File: src/rtl/ps2_tx_pkg.sv
// Shared types and constants for the PS/2 host-to-device transmitter.
package ps2_tx_pkg;

  typedef enum logic [2:0] {
    IDLE, INHIBIT, RTS, WAIT_FIRST, SEND, RELEASE, DONE, ERROR
  } tx_state_e;

  // Bit order on the wire after the start bit: data LSB first, parity, stop.
  typedef struct packed {
    logic       stop;
    logic       parity;
    logic [7:0] data;
  } tx_frame_t;

  localparam int DEF_INHIBIT_CYCLES       = 5000;
  localparam int DEF_START_TIMEOUT_CYCLES = 750000;
  localparam int DEF_BIT_TIMEOUT_CYCLES   = 100000;

  localparam logic [7:0] PS2_CMD_SET_LEDS = 8'hED;
  localparam logic [7:0] PS2_CMD_ENABLE   = 8'hF4;
  localparam logic [7:0] PS2_CMD_RESET    = 8'hFF;

  function automatic tx_frame_t make_frame(input logic [7:0] b);
    make_frame.stop   = 1'b1;
    make_frame.parity = ~^b;
    make_frame.data   = b;
  endfunction

endpackage

File: src/rtl/ps2_line_sync.sv
// Two-flop synchronizer for PS2_CLK/PS2_DAT plus a registered clock falling-edge
// strobe. Flops reset to the idle-high line level so reset never fakes an edge.
module ps2_line_sync (
  input  logic clk,
  input  logic rst,
  input  logic clk_raw,
  input  logic dat_raw,
  output logic clk_sync,
  output logic dat_sync,
  output logic clk_fall
);

  logic [1:0] clk_ff;
  logic [1:0] dat_ff;
  logic       clk_d;

  always_ff @(posedge clk or posedge rst) begin
    if (rst) begin
      clk_ff   <= 2'b11;
      dat_ff   <= 2'b11;
      clk_d    <= 1'b1;
      clk_fall <= 1'b0;
    end else begin
      clk_ff   <= {clk_ff[0], clk_raw};
      dat_ff   <= {dat_ff[0], dat_raw};
      clk_d    <= clk_ff[1];
      clk_fall <= clk_d & ~clk_ff[1];
    end
  end

  assign clk_sync = clk_ff[1];
  assign dat_sync = dat_ff[1];

endmodule

File: src/rtl/ps2_command_out.sv
// PS/2 host-to-device command transmitter (inhibit, request-to-send, 11-bit frame, ack).
// Define PS2_TX_RETRY_EN to retry a failed frame up to twice before reporting an error.
module ps2_command_out
  import ps2_tx_pkg::*;
#(
  parameter int INHIBIT_CYCLES       = DEF_INHIBIT_CYCLES,
  parameter int START_TIMEOUT_CYCLES = DEF_START_TIMEOUT_CYCLES,
  parameter int BIT_TIMEOUT_CYCLES   = DEF_BIT_TIMEOUT_CYCLES
) (
  input  logic       CLOCK_50,
  input  logic       reset,
  input  logic [7:0] command_byte,
  input  logic       send_command,
  input  logic       ps2_clk_in,
  input  logic       ps2_dat_in,
  output logic       ps2_clk_oe,
  output logic       ps2_dat_oe,
  output logic       busy,
  output logic       command_was_sent,
  output logic       error_communication_timed_out
);

  localparam int TMO_MAX = (START_TIMEOUT_CYCLES > BIT_TIMEOUT_CYCLES) ?
                           START_TIMEOUT_CYCLES : BIT_TIMEOUT_CYCLES;
  localparam int TMO_W   = $clog2(TMO_MAX + 1);
  localparam int INH_W   = $clog2(INHIBIT_CYCLES + 1);

  tx_state_e        state, state_nxt;
  tx_frame_t        frame;
  logic [9:0]       frame_bits;
  logic [3:0]       bit_cnt;
  logic             tx_bit;
  logic [INH_W-1:0] inh_cnt;
  logic [TMO_W-1:0] tmo_cnt, tmo_lim;
  logic             tmo_hit, tmo_clr, fail, retry_left;
  logic             clk_s, dat_s, clk_fall;

  ps2_line_sync u_sync (
    .clk      (CLOCK_50),
    .rst      (reset),
    .clk_raw  (ps2_clk_in),
    .dat_raw  (ps2_dat_in),
    .clk_sync (clk_s),
    .dat_sync (dat_s),
    .clk_fall (clk_fall)
  );

  assign frame_bits = frame;
  assign tmo_lim    = (state == WAIT_FIRST) ? TMO_W'(START_TIMEOUT_CYCLES - 1)
                                            : TMO_W'(BIT_TIMEOUT_CYCLES - 1);
  assign tmo_hit    = (tmo_cnt >= tmo_lim);

`ifdef PS2_TX_RETRY_EN
  logic [1:0] retry_cnt;
  assign retry_left = (retry_cnt != 2'd2);

  always_ff @(posedge CLOCK_50 or posedge reset) begin
    if (reset)                               retry_cnt <= 2'd0;
    else if (state == IDLE && send_command)  retry_cnt <= 2'd0;
    else if (fail && retry_left)             retry_cnt <= retry_cnt + 2'd1;
  end
`else
  assign retry_left = 1'b0;
`endif

  always_ff @(posedge CLOCK_50 or posedge reset) begin
    if (reset) state <= IDLE;
    else       state <= state_nxt;
  end

  always_comb begin
    state_nxt                     = state;
    ps2_clk_oe                    = 1'b0;
    ps2_dat_oe                    = 1'b0;
    busy                          = 1'b1;
    command_was_sent              = 1'b0;
    error_communication_timed_out = 1'b0;
    tmo_clr                       = 1'b0;
    fail                          = 1'b0;
    case (state)
      IDLE: begin
        busy = 1'b0;
        if (send_command) state_nxt = INHIBIT;
      end
      INHIBIT: begin
        ps2_clk_oe = 1'b1;
        if (inh_cnt == INH_W'(INHIBIT_CYCLES - 1)) state_nxt = RTS;
      end
      RTS: begin
        ps2_clk_oe = 1'b1;
        ps2_dat_oe = 1'b1;
        tmo_clr    = 1'b1;
        state_nxt  = WAIT_FIRST;
      end
      WAIT_FIRST: begin
        ps2_dat_oe = 1'b1;
        if (clk_fall) begin
          tmo_clr   = 1'b1;
          state_nxt = SEND;
        end else if (tmo_hit) begin
          fail = 1'b1;
        end
      end
      SEND: begin
        ps2_dat_oe = ~tx_bit;
        // An edge always beats a timeout landing in the same cycle.
        if (clk_fall) begin
          tmo_clr = 1'b1;
          if (bit_cnt == 4'd10) begin
            if (!dat_s) state_nxt = RELEASE;
            else        fail      = 1'b1;
          end
        end else if (tmo_hit) begin
          fail = 1'b1;
        end
      end
      RELEASE: begin
        if (clk_s && dat_s) state_nxt = DONE;
        else if (tmo_hit)   fail      = 1'b1;
      end
      DONE: begin
        busy             = 1'b0;
        command_was_sent = 1'b1;
        state_nxt        = IDLE;
      end
      ERROR: begin
        busy                          = 1'b0;
        error_communication_timed_out = 1'b1;
        state_nxt                     = IDLE;
      end
      default: state_nxt = IDLE;
    endcase
    if (fail) state_nxt = retry_left ? INHIBIT : ERROR;
  end

  always_ff @(posedge CLOCK_50 or posedge reset) begin
    if (reset) begin
      frame   <= '0;
      bit_cnt <= 4'd0;
      tx_bit  <= 1'b1;
      inh_cnt <= '0;
      tmo_cnt <= '0;
    end else begin
      if (state == IDLE && send_command) frame <= make_frame(command_byte);

      inh_cnt <= (state == INHIBIT && state_nxt == INHIBIT) ? inh_cnt + 1'b1 : '0;

      if (tmo_clr)                          tmo_cnt <= '0;
      else if (tmo_cnt != TMO_W'(TMO_MAX))  tmo_cnt <= tmo_cnt + 1'b1;

      // bit_cnt = edges seen so far; edge k puts frame bit k-1 on the line.
      if (state == RTS) begin
        bit_cnt <= 4'd0;
        tx_bit  <= 1'b0;
      end else if (clk_fall && (state == WAIT_FIRST || state == SEND) && bit_cnt != 4'd10) begin
        tx_bit  <= frame_bits[bit_cnt];
        bit_cnt <= bit_cnt + 4'd1;
      end
    end
  end

endmodule

File: config.mk
export PLATFORM = sky130hd
export DESIGN_NAME = ps2_command_out
export DESIGN_NICKNAME = d
export VERILOG_FILES = /design/src/rtl/ps2_tx_pkg.sv /design/src/rtl/ps2_line_sync.sv /design/src/rtl/ps2_command_out.sv
export SDC_FILE = /design/constraint.sdc
export NUM_CORES = 1
export LEC_CHECK = 0
export ABC_AREA = 0
export BUFFER_PORTS_ARGS = -buffer_cell sky130_fd_sc_hd__buf_2
export CAP_MARGIN = 20
export CORE_MARGIN = 5
export CORE_UTILIZATION = 30
export CTS_CLUSTER_DIAMETER = 60
export CTS_CLUSTER_SIZE = 25
export DETAILED_ROUTE_END_ITERATION = 8
export PLACE_DENSITY_LB_ADDON = 0.15
export REMOVE_ABC_BUFFERS = 1
export SLEW_MARGIN = 25
export SYNTH_ARGS = -nofsm -noshare
export SYNTH_HDL_FRONTEND = slang
export SYNTH_HIERARCHICAL = 1
export SYNTH_SLANG_ARGS = --single-unit
export TNS_END_PERCENT = 100
File: constraint.sdc
create_clock -name CLOCK_50 -period 3.65 [get_ports CLOCK_50]
set_input_delay 0 -clock CLOCK_50 [delete_from_list [all_inputs] [get_ports CLOCK_50]]
set_output_delay 0 -clock CLOCK_50 [all_outputs]
set_load 0.01 [all_outputs]
=== After elaboration in Yosys (flattened, before gate mapping) ===
Index checks and enable logic that the tools add are counted.

* Output and inout bits: 5
* Input port bits: 13
* Latch bits: 0
* RAM bits: 0
* Memories kept: 0
* ROM bits: 0
* Register bits after elaboration: 57
* Logic and storage cells: 80

* Shift operators: 0
* Add/subtract/negate cells: 3
* Magnitude comparators: 2
* Multiplexer cells: 33
* $mul: 0
* Bitwise logic cells: 3
* Div/mod/pow operators: 0
* Reduce and logical (&&, ||, !) cells: 15
* Eq/ne operators: 12

{| class="wikitable"
|+ Operators with widths
! operator !! number
|-
| 20-bit 2-to-1 mux || 3
|-
| 3-bit 2-to-1 mux || 8
|-
| 3-bit one-hot mux with 7 select lines || 1
|-
| 20-bit by 1-bit adder with 20-bit output, second input constant || 1
|-
| 20-bit greater-or-equal comparator || 1
|-
| 20-bit inequality test, second input constant || 1
|-
| 1-bit 2-to-1 mux || 14
|-
| 13-bit by 1-bit adder with 13-bit output, second input constant || 1
|-
| 13-bit == test, second input constant || 1
|-
| 13-bit 2-to-1 mux || 1
|-
| 3-bit == test, second input constant || 4
|-
| 4-bit 2-to-1 mux || 2
|-
| 2-bit OR reduction || 4
|-
| 8-bit XNOR reduction || 1
|-
| 3-bit by 1-bit == test with 1-bit output, second input constant || 2
|-
| 3-bit by 2-bit == test with 1-bit output, second input constant || 2
|-
| 1-bit logical AND || 5
|-
| 4-bit by 5-bit < comparator with 1-bit output, second input constant || 1
|-
| 4-bit by 1-bit adder with 4-bit output, second input constant || 1
|-
| 1-bit binary-select mux with 4-bit select || 1
|-
| 4-bit == test, second input constant || 1
|-
| 4-bit inequality test, second input constant || 1
|-
| 1-bit one-hot mux with 2 select lines || 2
|-
| 2-bit nonzero test || 2
|-
| 6 further kinds || 7
|}

=== Logic depth before layout (Yosys ltp) ===
Gate-level depths: netlist of run 1.

* Depth after elaboration: 10
* Gate-level depth with buffers: 10
* Mapped depth without buffers: 8

=== Hierarchy ===
Netlist of run 1, hierarchy kept.

{| class="wikitable"
|+ Modules (own cells, without submodules)
! module !! area each (µm²) !! cells each !! instances !! sequential area each (µm²)
|-
| ps2_command_out || 3027.9 || 312 || 1 || 1277.5
|-
| ps2_line_sync || 173.9 || 8 || 1 || 156.4
|}

=== Worst setup path before layout of run 1 ===
No wires, ideal clock.

* Path kind: register to register
* From: reg state[2]
* To: reg state[2]
* Stages on the path, launching flop included: 10
* Arrival time: 1913 ps
* Required time: 3524 ps
* Setup time: 126 ps
* Clock period less this slack: 2039 ps
* Slack: 1611 ps
* Path buffers: 1
* Cell sequence: dfrtp_1 nand3b_1 buf_4 ha_1 or3_1 o2111ai_1 a221o_1 nand3_2 a21oi_1 o21ai_1

* Word-level cells in the longest chain between the ends: 7
* Elaborated cells on any way between the ends: 25
* Classes of those cells: 1 x order compare; 7 x eq/ne; 15 x mux; 2 x reduce/logical

{| class="wikitable"
|+ RTL lines
! what !! line !! source
|-
| start, declared || ps2_command_out.sv:28 || <nowiki>tx_state_e state, state_nxt;</nowiki>
|-
| start signal, assigned || ps2_command_out.sv:68 || <nowiki>else state <= state_nxt;</nowiki>
|-
| 3-bit by 2-bit == test with 1-bit output || ps2_command_out.sv:49, ps2_command_out.sv:80 ||
|-
| 20-bit 2-to-1 mux || ps2_command_out.sv:49 || <nowiki>assign tmo_lim = (state == WAIT_FIRST) ? TMO_W'(START_TIMEOUT_CYCLES - 1)</nowiki>
|-
| 20-bit greater-or-equal comparator || ps2_command_out.sv:51 || <nowiki>assign tmo_hit = (tmo_cnt >= tmo_lim);</nowiki>
|-
| 1-bit 2-to-1 mux || ps2_command_out.sv:100, ps2_command_out.sv:113, ps2_command_out.sv:119 ||
|-
| 1-bit 2-to-1 mux, on equally long branches || ps2_command_out.sv:118, ps2_command_out.sv:97, ps2_command_out.sv:107 ||
|-
| 1-bit one-hot mux with 3 select lines || ps2_command_out.sv:80 || <nowiki>case (state)</nowiki>
|-
| 3-bit 2-to-1 mux (*) || ps2_command_out.sv:133 || <nowiki>if (fail) state_nxt = retry_left ? INHIBIT : ERROR;</nowiki>
|-
| net state_nxt[2] || ps2_command_out.sv:28 ||
|}

Mark *: on every way through the listed nets, which the timed path passes. The rest lies on a longest branch.
A chain may end at the register's enable or synchronous reset.

=== Worst setup path in the final report of run 1 ===
* From: reg state[1]
* To: reg state[2]

The elaborated chain is that of the path after synthesis.

==> run metrics, run 1 <==
Mean Syn Cell Area=10.0 um^2; Critical Path AT=2.85 ns; number of max-slew violations in the final report=0; DP Area=3430 um^2; sequential area share after synthesis=44.8%; cell area after layout=3730 um^2; number of violations reported at the end of detailed-routing iteration 0=118; maximum level of the CTS H-tree=3; Global Route Usage Sum=11.2%; area of the mapped netlist=3200 um^2; Worst Setup End Kind=flop; Gates resized, CTS repair=0; element type at the critical path start=flop; IO Pins=18; routed wire length=6.45 mm; ratio of cells with drive above 1 in the final layout=18.5%; antenna viol nets, final=0; CTS tree=built; DRC=0; insertion delay of the later-clocked pin in the worst-skew pair=0.33 ns; number of antenna violations at the first check in global routing=0; hold crit path type=in -> async; non-filler cells in the finished layout=493; Area Growth Syn to Fin=16.6%; area of the multi-input gates=1660 um^2; Syn Inst Count=320; total of flip-flops plus latches after synthesis=57; setup-violating endpoint count in the final report=0; fraction of the mapped netlist area in compound gates=6.84%; max_slew headroom=35.5%; type of the worst setup path=reg -> reg; final worst path period need=2.63 ns; Hold Worst Slack=0.129 ns; peak supply drop=145 uV; number of cells on the worst reg-to-reg path=9; Max Clock Skew=0.00832 ns; maximum fanout along the worst path=15; setup_tns=0 ns; leakage power figure=1.58 nW; simple-gate area share of the yosys netlist=24.0%; overflow left after global routing=0; Diodes inserted=0; clock-pin slew on the worst setup and hold paths=0.07 ns; flip-flop cell with the highest count after synthesis=dfrtp_1; Pre-antenna DRT Iters=4; Ys Warns=6; estimated wirelength of the detail-placed design=4.48 mm; dominant combinational cell family by area after synthesis=simple AND/OR/NAND/NOR gates; initial cell density of the core=30.9%; FF+latch area=1430 um^2; number of enable-type register cells in the synthesized netlist=0; portion of the clock cycle consumed by the worst path in the final layout=72.2%; share of synthesized cell area in full adder, half adder and majority cells=5.04%; final-layout fill cell count=1086; number of buffers created by CTS=9; Chip Height=113 um; wire length of the first global-routing pass=11.5 mm; Wirelength per Cell=13.1 um; number of global-route vias before repair=2386; RSZ-0062 raised after global routing=false; cell chosen for the clock root=clkbuf_8; Max Buffers Root-to-Sink=2; number of maximum-capacitance violations=0; pin count of the biggest net entering global routing=39; Tightest Pin Transition=0.964 ns; share of the synthesized netlist area taken by xor and xnor gates=9.85%; Final Hold Violating Endpoints=0; Post-CTS Repair Setup Buffers=0; Die W=113 um; number of port buffers=17; number of different library cells in the post-synthesis netlist=53; total number of vias=2331; number of nets in the layout=377; Fmax achieved=0.380 GHz; core area=10400 um^2; number of rows in the core area=37; result of the run=completed; multiplexer share of the synthesized area=6.25%; placer's final routability congestion estimate=0.748; clock sink total=57; die area=12800 um^2; Via-to-Cell Ratio=4.73; cell total after placement=466; PwrDens=350 nW/um^2; CP required=3.86 ns; ys async rst share=100%
-- layout make-up --
class	instances	area share (%)
Timing Repair Buffer	32	6.03
Multi-Input combinational cell	240	44.6
Tap cell	136	4.56
Clock buffer	11	3.79
Inverter	12	1.21
Clock inverter	5	1.47
Sequential cell	57	38.4
-- worst max-delay path: stages (launching register included) --
cell       delay [ns]
dfrtp_1          0.62
nand3b_1         0.38
buf_4            0.30
ha_1             0.28
or3_1            0.35
o2111ai_1        0.11
a221o_1          0.15
nand3_2          0.09
a21oi_1          0.15
o21ai_1          0.07
-- state kept, by name, indices dropped and copies added (netlist names) --
register,count
tmo_cnt,20
inh_cnt,13
frame,10
bit_cnt,4
state,3
u_sync/clk_ff,2
u_sync/dat_ff,2
tx_bit,1
u_sync/clk_d,1
u_sync/clk_fall,1
-- power breakdown --
group          switching (mW)  internal, mW  total [mW]
Clock                   0.261         0.331       0.592
Sequential            0.00761         0.645       0.653
Combinational          0.0273        0.0355      0.0628
Total                   0.296          1.01        1.31
-- per-stage QoR --
stage | total power [mW] | utilization, % | setup WS [ns]
final | 1.31 | 36.0 | 1.02
after detailed placement | 0.720 | 33.1 | 1.04
after floorplan | 0.700 | - | 1.17
after CTS | 1.34 | 36.0 | 1.02
after global placement | 0.719 | 33.1 | 1.09
after global routing | 1.38 | 36.0 | 0.808
-- placed cells by master (no fill, tap or decap), types with 11 or more instances in the layout --
cell type / n
nor2_1: 51
dfrtp_1: 51
xnor2_1: 21
nand3_1: 20
nand2_1: 19
buf_2: 17
xor2_1: 15
a21oi_1: 14
ha_1: 12
inv_1: 11
dlygate4sd3_1: 11
-- repair_timing --
action,in CTS,in global routing
hold endpoints to repair,29,0
endpoints found under the setup margin,0,0
hold buffers,11,0
-- worst paths after layout --
check	start	to	slack [ns]
worst min-delay path	reset	u_sync/clk_fall	0.13
min in group CLOCK_50	send_command	frame[4]	0.21
max in group asynchronous	reset	tx_bit	2.67
worst max register to register	state[1]	state[2]	1.02
worst min register to register	u_sync/dat_ff[0]	u_sync/dat_ff[1]	0.36
worst max-delay path	state[1]	state[2]	1.02
-- metal layers --
layer	up-vias	wire (um)	global-route usage, %
met1	1113	3290	15.2
li1	1175	-	-
met4	0	85	3.37
met3	9	216	3.53
met5	-	0	0
met2	34	2860	16.9
-- Yosys cell counts (all sizes together), types with 3 or more instances --
cell type | number | area [um^2]
clkbuf | 6 | 22.5
xnor2 | 21 | 184
nand2 | 19 | 71.3
nor2 | 51 | 191
inv | 12 | 45.0
or3 | 6 | 37.5
nor3 | 4 | 20.0
and2 | 3 | 18.8
nor2b | 3 | 26.3
and3 | 4 | 25.0
o21ai | 10 | 53.8
nand4 | 10 | 68.8
ha | 12 | 150
nor4b | 4 | 50.1
buf | 5 | 36.3
dfrtp | 51 | 1280
xor2 | 15 | 131
a21oi | 14 | 70.1
nand2b | 5 | 33.8
dfstp | 6 | 158
mux2 | 9 | 135
nand3 | 23 | 138
-- kinds of logic after synthesis --
family,count (synthesis)
AO/OA/AOI/OAI,36
multiplexers,13
flip-flops,57
XOR/XNOR,36
AND/OR/NAND/NOR,142
adder cells (fa/ha/maj),13
buffers and inverters,23
Note: power is estimated with default switching activity, not from simulation.
==> run 2: changes to the inputs <==
==> constraint.sdc (replaced) <==
create_clock -name CLOCK_50 -period 2.4 [get_ports CLOCK_50]
set_input_delay 0 -clock CLOCK_50 [delete_from_list [all_inputs] [get_ports CLOCK_50]]
set_output_delay 0 -clock CLOCK_50 [all_outputs]
set_load 0.01 [all_outputs]
==> run 2 against run 1 <==
First-iteration DRC count down 31%. Critical path type unchanged. Clock power up 68%. Largest cell class unchanged. Worst setup slack worse by 0.69 ns. Register-to-register slack worse by 0.69 ns. Sequential power up 52%. Worst hold slack worse by 0.0083 ns. Largest power group is now the clock network. Global-route usage about the same.
==> run metrics, run 2 (synthesis gave the netlist of run 1 again) <==
reg2reg setup slack=0.33 ns; number of buffers created by CTS=9; Max Buffers Root-to-Sink=2; estimated wirelength of the detail-placed design=4.59 mm; Area Growth Syn to Fin=18.5%; routed wire length=6.57 mm; Chip Height=113 um; DP Area=3460 um^2; Die W=113 um; number of rows in the core area=37; Global Route Usage Sum=11.2%; insertion delay of the later-clocked pin in the worst-skew pair=0.34 ns; cell chosen for the clock root=clkbuf_8; initial cell density of the core=30.9%; pin count of the biggest net entering global routing=21; CP required=2.61 ns; Top Registers=tmo_cnt (20), inh_cnt (13), frame (10); number of nets in the layout=382; Post-Route Utilization=36.6%; CTS tree=built; cell type with the highest occurrence count on the critical path=nor2_1; total number of vias=2308; Largest register FFs=20; FF+latch area=1430 um^2; number of port buffers=17; RSZ-0062 raised after global routing=false; Tightest Pin Transition=0.460 ns; hold crit path type=in -> async; element type at the critical path start=flop; ratio of cells with drive above 1 in the final layout=19.9%; number of antenna violations at the first check in global routing=0; setup-violating endpoint count in the final report=0; number of violations reported at the end of detailed-routing iteration 0=82; antenna viol nets, final=0; Final Hold Violating Endpoints=0; Worst R2R End=state[1]; maximum level of the CTS H-tree=3; Largest stage delay, worst path=0.37 ns; leakage power figure=1.62 nW; total chip power=2.08 mW; Diodes inserted=0; overflow left after global routing=0; family with the most delay on the worst path=simple AND/OR/NAND/NOR gates; Worst Setup End Kind=flop; Fmax achieved=0.483 GHz; Via-to-Cell Ratio=4.63; final-layout fill cell count=1087; core area=10400 um^2; type of the worst setup path=reg -> reg; Critical Path AT=2.28 ns; DRC=0; register bank with the most flops=tmo_cnt; Wirelength per Cell=13.2 um; number of global-route vias before repair=2415; clock-pin slew on the worst setup and hold paths=0.07 ns; area of the multi-input gates=1660 um^2; worst flop-to-flop path startpoint=state[2]; portion of the clock cycle consumed by the worst path in the final layout=86.3%; PwrDens=549 nW/um^2; placer's final routability congestion estimate=0.735; final worst path period need=2.07 ns; IO Pins=18; Buf+Inv Stages, Crit Path=1; Max Clock Skew=0.00958 ns; setup_tns=0 ns; die area=12800 um^2; number of maximum-capacitance violations=0; result of the run=completed; least setup slack across all paths after layout=0.328 ns; wire length of the first global-routing pass=11.7 mm; number of cells on the worst reg-to-reg path=9; worst setup slack before clock tree synthesis=0.211 ns; cell-by-cell trace of the critical path=nand3b_1, buf_4, ha_1, o21a_1, nor2_1, or3_1, a21oi_1, nor2_1, nand4_1; max_slew headroom=69.1%; cell area after layout=3790 um^2; maximum fanout along the worst path=6; Worst path slowest cell=dfrtp_1; commonest cells after routing, fill and taps aside=51 x nor2_1, 51 x dfrtp_1, 21 x xnor2_1; peak supply drop=264 uV; Pre-antenna DRT Iters=4; clock sink total=57; number of max-slew violations in the final report=0
[run 2: changes by cell type in the layout (fill, tap and decap cells not counted), sizes merged]
cell,previous run,this run
clkbuf,11,9
bufinv,1,2
buf,21,26
inv,12,13
[run 2: worst max path at each step]
stage	from	end	slack [ns]	cells past startpoint
after floorplan	state[0]	state[2]	-0.08	8
after global placement	state[2]	state[1]	0.25	9
after detailed placement	state[2]	state[1]	0.21	9
after CTS	state[2]	state[1]	0.19	9
after global routing	state[2]	state[2]	0.13	8
final	state[2]	state[1]	0.33	9
[run 2: final cells by class]
cell class / instances / share of cell area [%]
well taps: 136 / 4.49
clock inverters: 7 / 2.47
repair buffers: 37 / 6.93
multi-input cells: 240 / 43.9
clock buffers: 9 / 3.27
inverters: 12 / 1.19
flip-flops and latches: 57 / 37.8
[run 2: worst min-delay path: cells and delay by family]
kind	cells	cell delay, ns
buffers and inverters	3	0.83
[run 2: power breakdown]
part           internal [mW]  switching [mW]
registers              0.981          0.0114
clock network          0.583           0.411
logic                 0.0550          0.0416
total                   1.62           0.464
[run 2: per-layer routing]
metal	GRT usage, %	vias to the layer above	share of wire [%]
li1	-	1175	-
met1	15.5	1105	52
met2	16.8	20	44
met3	2.94	8	2.8
met4	4.17	0	1.5
met5	0	-	0
[run 2: repair_timing]
item                       in CTS  in global routing
hold buffers                   11                  0
hold endpoints to repair       34                  0
setup endpoints to repair       0                  3
resized for setup               0                  0
buffers inserted                0                  1
[run 2: through the flow]
step | instances | hold WS (ns)
3_5_place_dp | 470 | -0.0629
2_1_floorplan | 309 | -0.213
5_1_grt | 498 | 0.155
6_report | 498 | 0.121
3_3_place_gp | 470 | -0.0678
4_1_cts | 497 | 0.119
==> run 3: changes to the inputs <==
--- a/config.mk
+++ b/config.mk
@@ -14,7 +14,6 @@
 export CTS_CLUSTER_SIZE = 25
 export DETAILED_ROUTE_END_ITERATION = 8
 export PLACE_DENSITY_LB_ADDON = 0.15
-export REMOVE_ABC_BUFFERS = 1
 export SLEW_MARGIN = 25
 export SYNTH_ARGS = -nofsm -noshare
 export SYNTH_HDL_FRONTEND = slang
==> constraint.sdc (replaced) <==
create_clock -name CLOCK_50 -period 2.25 [get_ports CLOCK_50]
set_input_delay 0 -clock CLOCK_50 [delete_from_list [all_inputs] [get_ports CLOCK_50]]
set_output_delay 0 -clock CLOCK_50 [all_outputs]
set_load 0.01 [all_outputs]
==> run 3 against run 2 <==
Flip-flop and latch count did not move. Critical path depth increased by 1. Non-clock buffer count rose by 2. Critical path type unchanged. Sequential share of layout area rose by 0.10 points. Highest routed layer unchanged. Fmax up 0.90%. Largest cell class unchanged. Clock-buffer cell count increased by 4.
==> run metrics, run 3 (synthesis gave the netlist of run 1 again) <==
result of the run=completed; antenna viol nets, final=0; Synth Net Count=345; estimated wirelength of the detail-placed design=4.59 mm; core area=10400 um^2; initial cell density of the core=30.9%; final worst path period need=2.05 ns; DRC=0; CTS tree=built; CP required=2.46 ns; maximum fanout along the worst path=7; Max Buffers Root-to-Sink=2; cell chosen for the clock root=clkbuf_8; Post-Route Utilization=36.5%; ratio of cells with drive above 1 in the final layout=19.8%; number of buffers created by CTS=9; Global Route Usage Sum=11.6%; insertion delay of the later-clocked pin in the worst-skew pair=0.34 ns; number of port buffers=17; Largest register FFs=20; RSZ-0062 raised after global routing=false; DP Area=3480 um^2; Critical Path AT=2.26 ns; max_slew headroom=74.2%; Max Clock Skew=0.0129 ns; cell type with the highest occurrence count on the critical path=a21oi_1; register bank with the most flops=tmo_cnt; maximum level of the CTS H-tree=3; Via-to-Cell Ratio=4.65; wire length of the first global-routing pass=12.1 mm; Chip Height=113 um; cell area after layout=3780 um^2; number of violations reported at the end of detailed-routing iteration 0=92; Worst path slowest cell=dfrtp_1; internal power=1.56 mW; portion of the clock cycle consumed by the worst path in the final layout=91.3%; leakage power figure=1.61 nW; setup_tns=0 ns; Wirelength per Cell=13.3 um; Buf+Inv Stages, Crit Path=2; hold crit path type=in -> async; final-layout fill cell count=1077; overflow left after global routing=0; number of rows in the core area=37; Die W=113 um; number of maximum-capacitance violations=0; type of the worst setup path=reg -> reg; placer's final routability congestion estimate=0.729; die area=12800 um^2; Tightest Pin Transition=0.382 ns; number of antenna violations at the first check in global routing=0; Clk pwr share=42.7%; Largest stage delay, worst path=0.38 ns; Pre-antenna DRT Iters=4; routed wire length=6.63 mm; clock sink total=57; number of nets in the layout=384; Top Registers=tmo_cnt (20), inh_cnt (13), frame (10); PwrDens=538 nW/um^2; number of global-route vias before repair=2491; IO Pins=18; pin count of the biggest net entering global routing=52; switching power summed over all nets=0.473 mW; family with the most delay on the worst path=compound AO/OA/AOI/OAI gates; total number of vias=2326; combinational group share of total power=5.3%; Diodes inserted=0; Worst Setup End Kind=flop; net switching share of the total power=23.2%; commonest cells after routing, fill and taps aside=51 x nor2_1, 51 x dfrtp_1, 21 x xnor2_1; Area Growth Syn to Fin=18.2%; element type at the critical path start=flop; clock-pin slew on the worst setup and hold paths=0.07 ns; setup-violating endpoint count in the final report=0; sequential group share of total power=52.0%; number of max-slew violations in the final report=0; cell-by-cell trace of the critical path=nand3b_1, buf_4, buf_4, ha_1, nand3_1, nand3_1, a21oi_1, a21oi_1, a21oi_1, o21ai_1; Fmax achieved=0.487 GHz; peak supply drop=323 uV; Final Hold Violating Endpoints=0
## run 3: layout make-up
cell class / instances / area (um^2) / area share (%)
multi-input combinational: 240 / 1660 / 44.0
sequential: 57 / 1430 / 37.9
timing repair buffer: 39 / 294 / 7.77
tap: 136 / 170 / 4.50
clock buffer: 13 / 159 / 4.20
inverter: 12 / 45.0 / 1.19
clock inverter: 3 / 17.5 / 0.463
## run 3: through the flow
| stage | hold slack [ns] | power [mW] | setup WS, ns | cells |
|---|---|---|---|---|
| after CTS | 0.123 | 2.08 | 0.0830 | 498 |
| after floorplan | -0.213 | 1.14 | 0.211 | 320 |
| final | 0.134 | 2.04 | 0.196 | 500 |
| after global routing | 0.159 | 2.14 | 0.0461 | 500 |
| after detailed placement | -0.0546 | 1.17 | 0.0956 | 471 |
| after global placement | -0.0592 | 1.17 | 0.156 | 471 |
## run 3: path summary, 6_finish.rpt
check | from | to | slack [ns] | cells past startpoint
min in group CLOCK_50 | send_command | state[0] | 0.28 | 6
min | reset | u_sync/clk_fall | 0.13 | 3
max reg2reg | state[2] | state[2] | 0.20 | 10
max in group asynchronous | reset | tx_bit | 1.71 | 4
min reg2reg | u_sync/dat_ff[0] | u_sync/dat_ff[1] | 0.36 | 0
max | state[2] | state[2] | 0.20 | 10
## run 3: routing by layer
| metal | share of wire [%] | vias up | GRT usage [%] |
|---|---|---|---|
| li1 | - | 1181 | - |
| met1 | 48 | 1108 | 14.5 |
| met3 | 2.6 | 10 | 2.83 |
| met2 | 48 | 27 | 18.9 |
| met5 | 0 | - | 0 |
| met4 | 2.1 | 0 | 5.29 |
## run 3: tightest hold or removal path, cell delays in order
cell,delay (ns)
dlygate4sd3_1,0.53
buf_2,0.13
inv_1,0.18
## run 3: power by group through the flow
stage	combinational (mW)	clock, mW	sequential (mW)
3_3_place_gp	0.0955	0	1.08
6_report	0.108	0.870	1.06
4_1_cts	0.112	0.909	1.06
3_5_place_dp	0.0962	0	1.08
2_1_floorplan	0.0629	0	1.07
5_1_grt	0.123	0.955	1.06
## run 3: what timing repair did
action,4_1_cts,5_1_grt
hold buffers,11,0
hold endpoints to repair,67,0
resized for setup,0,1
buffers inserted,0,2
endpoints found under the setup margin,0,3
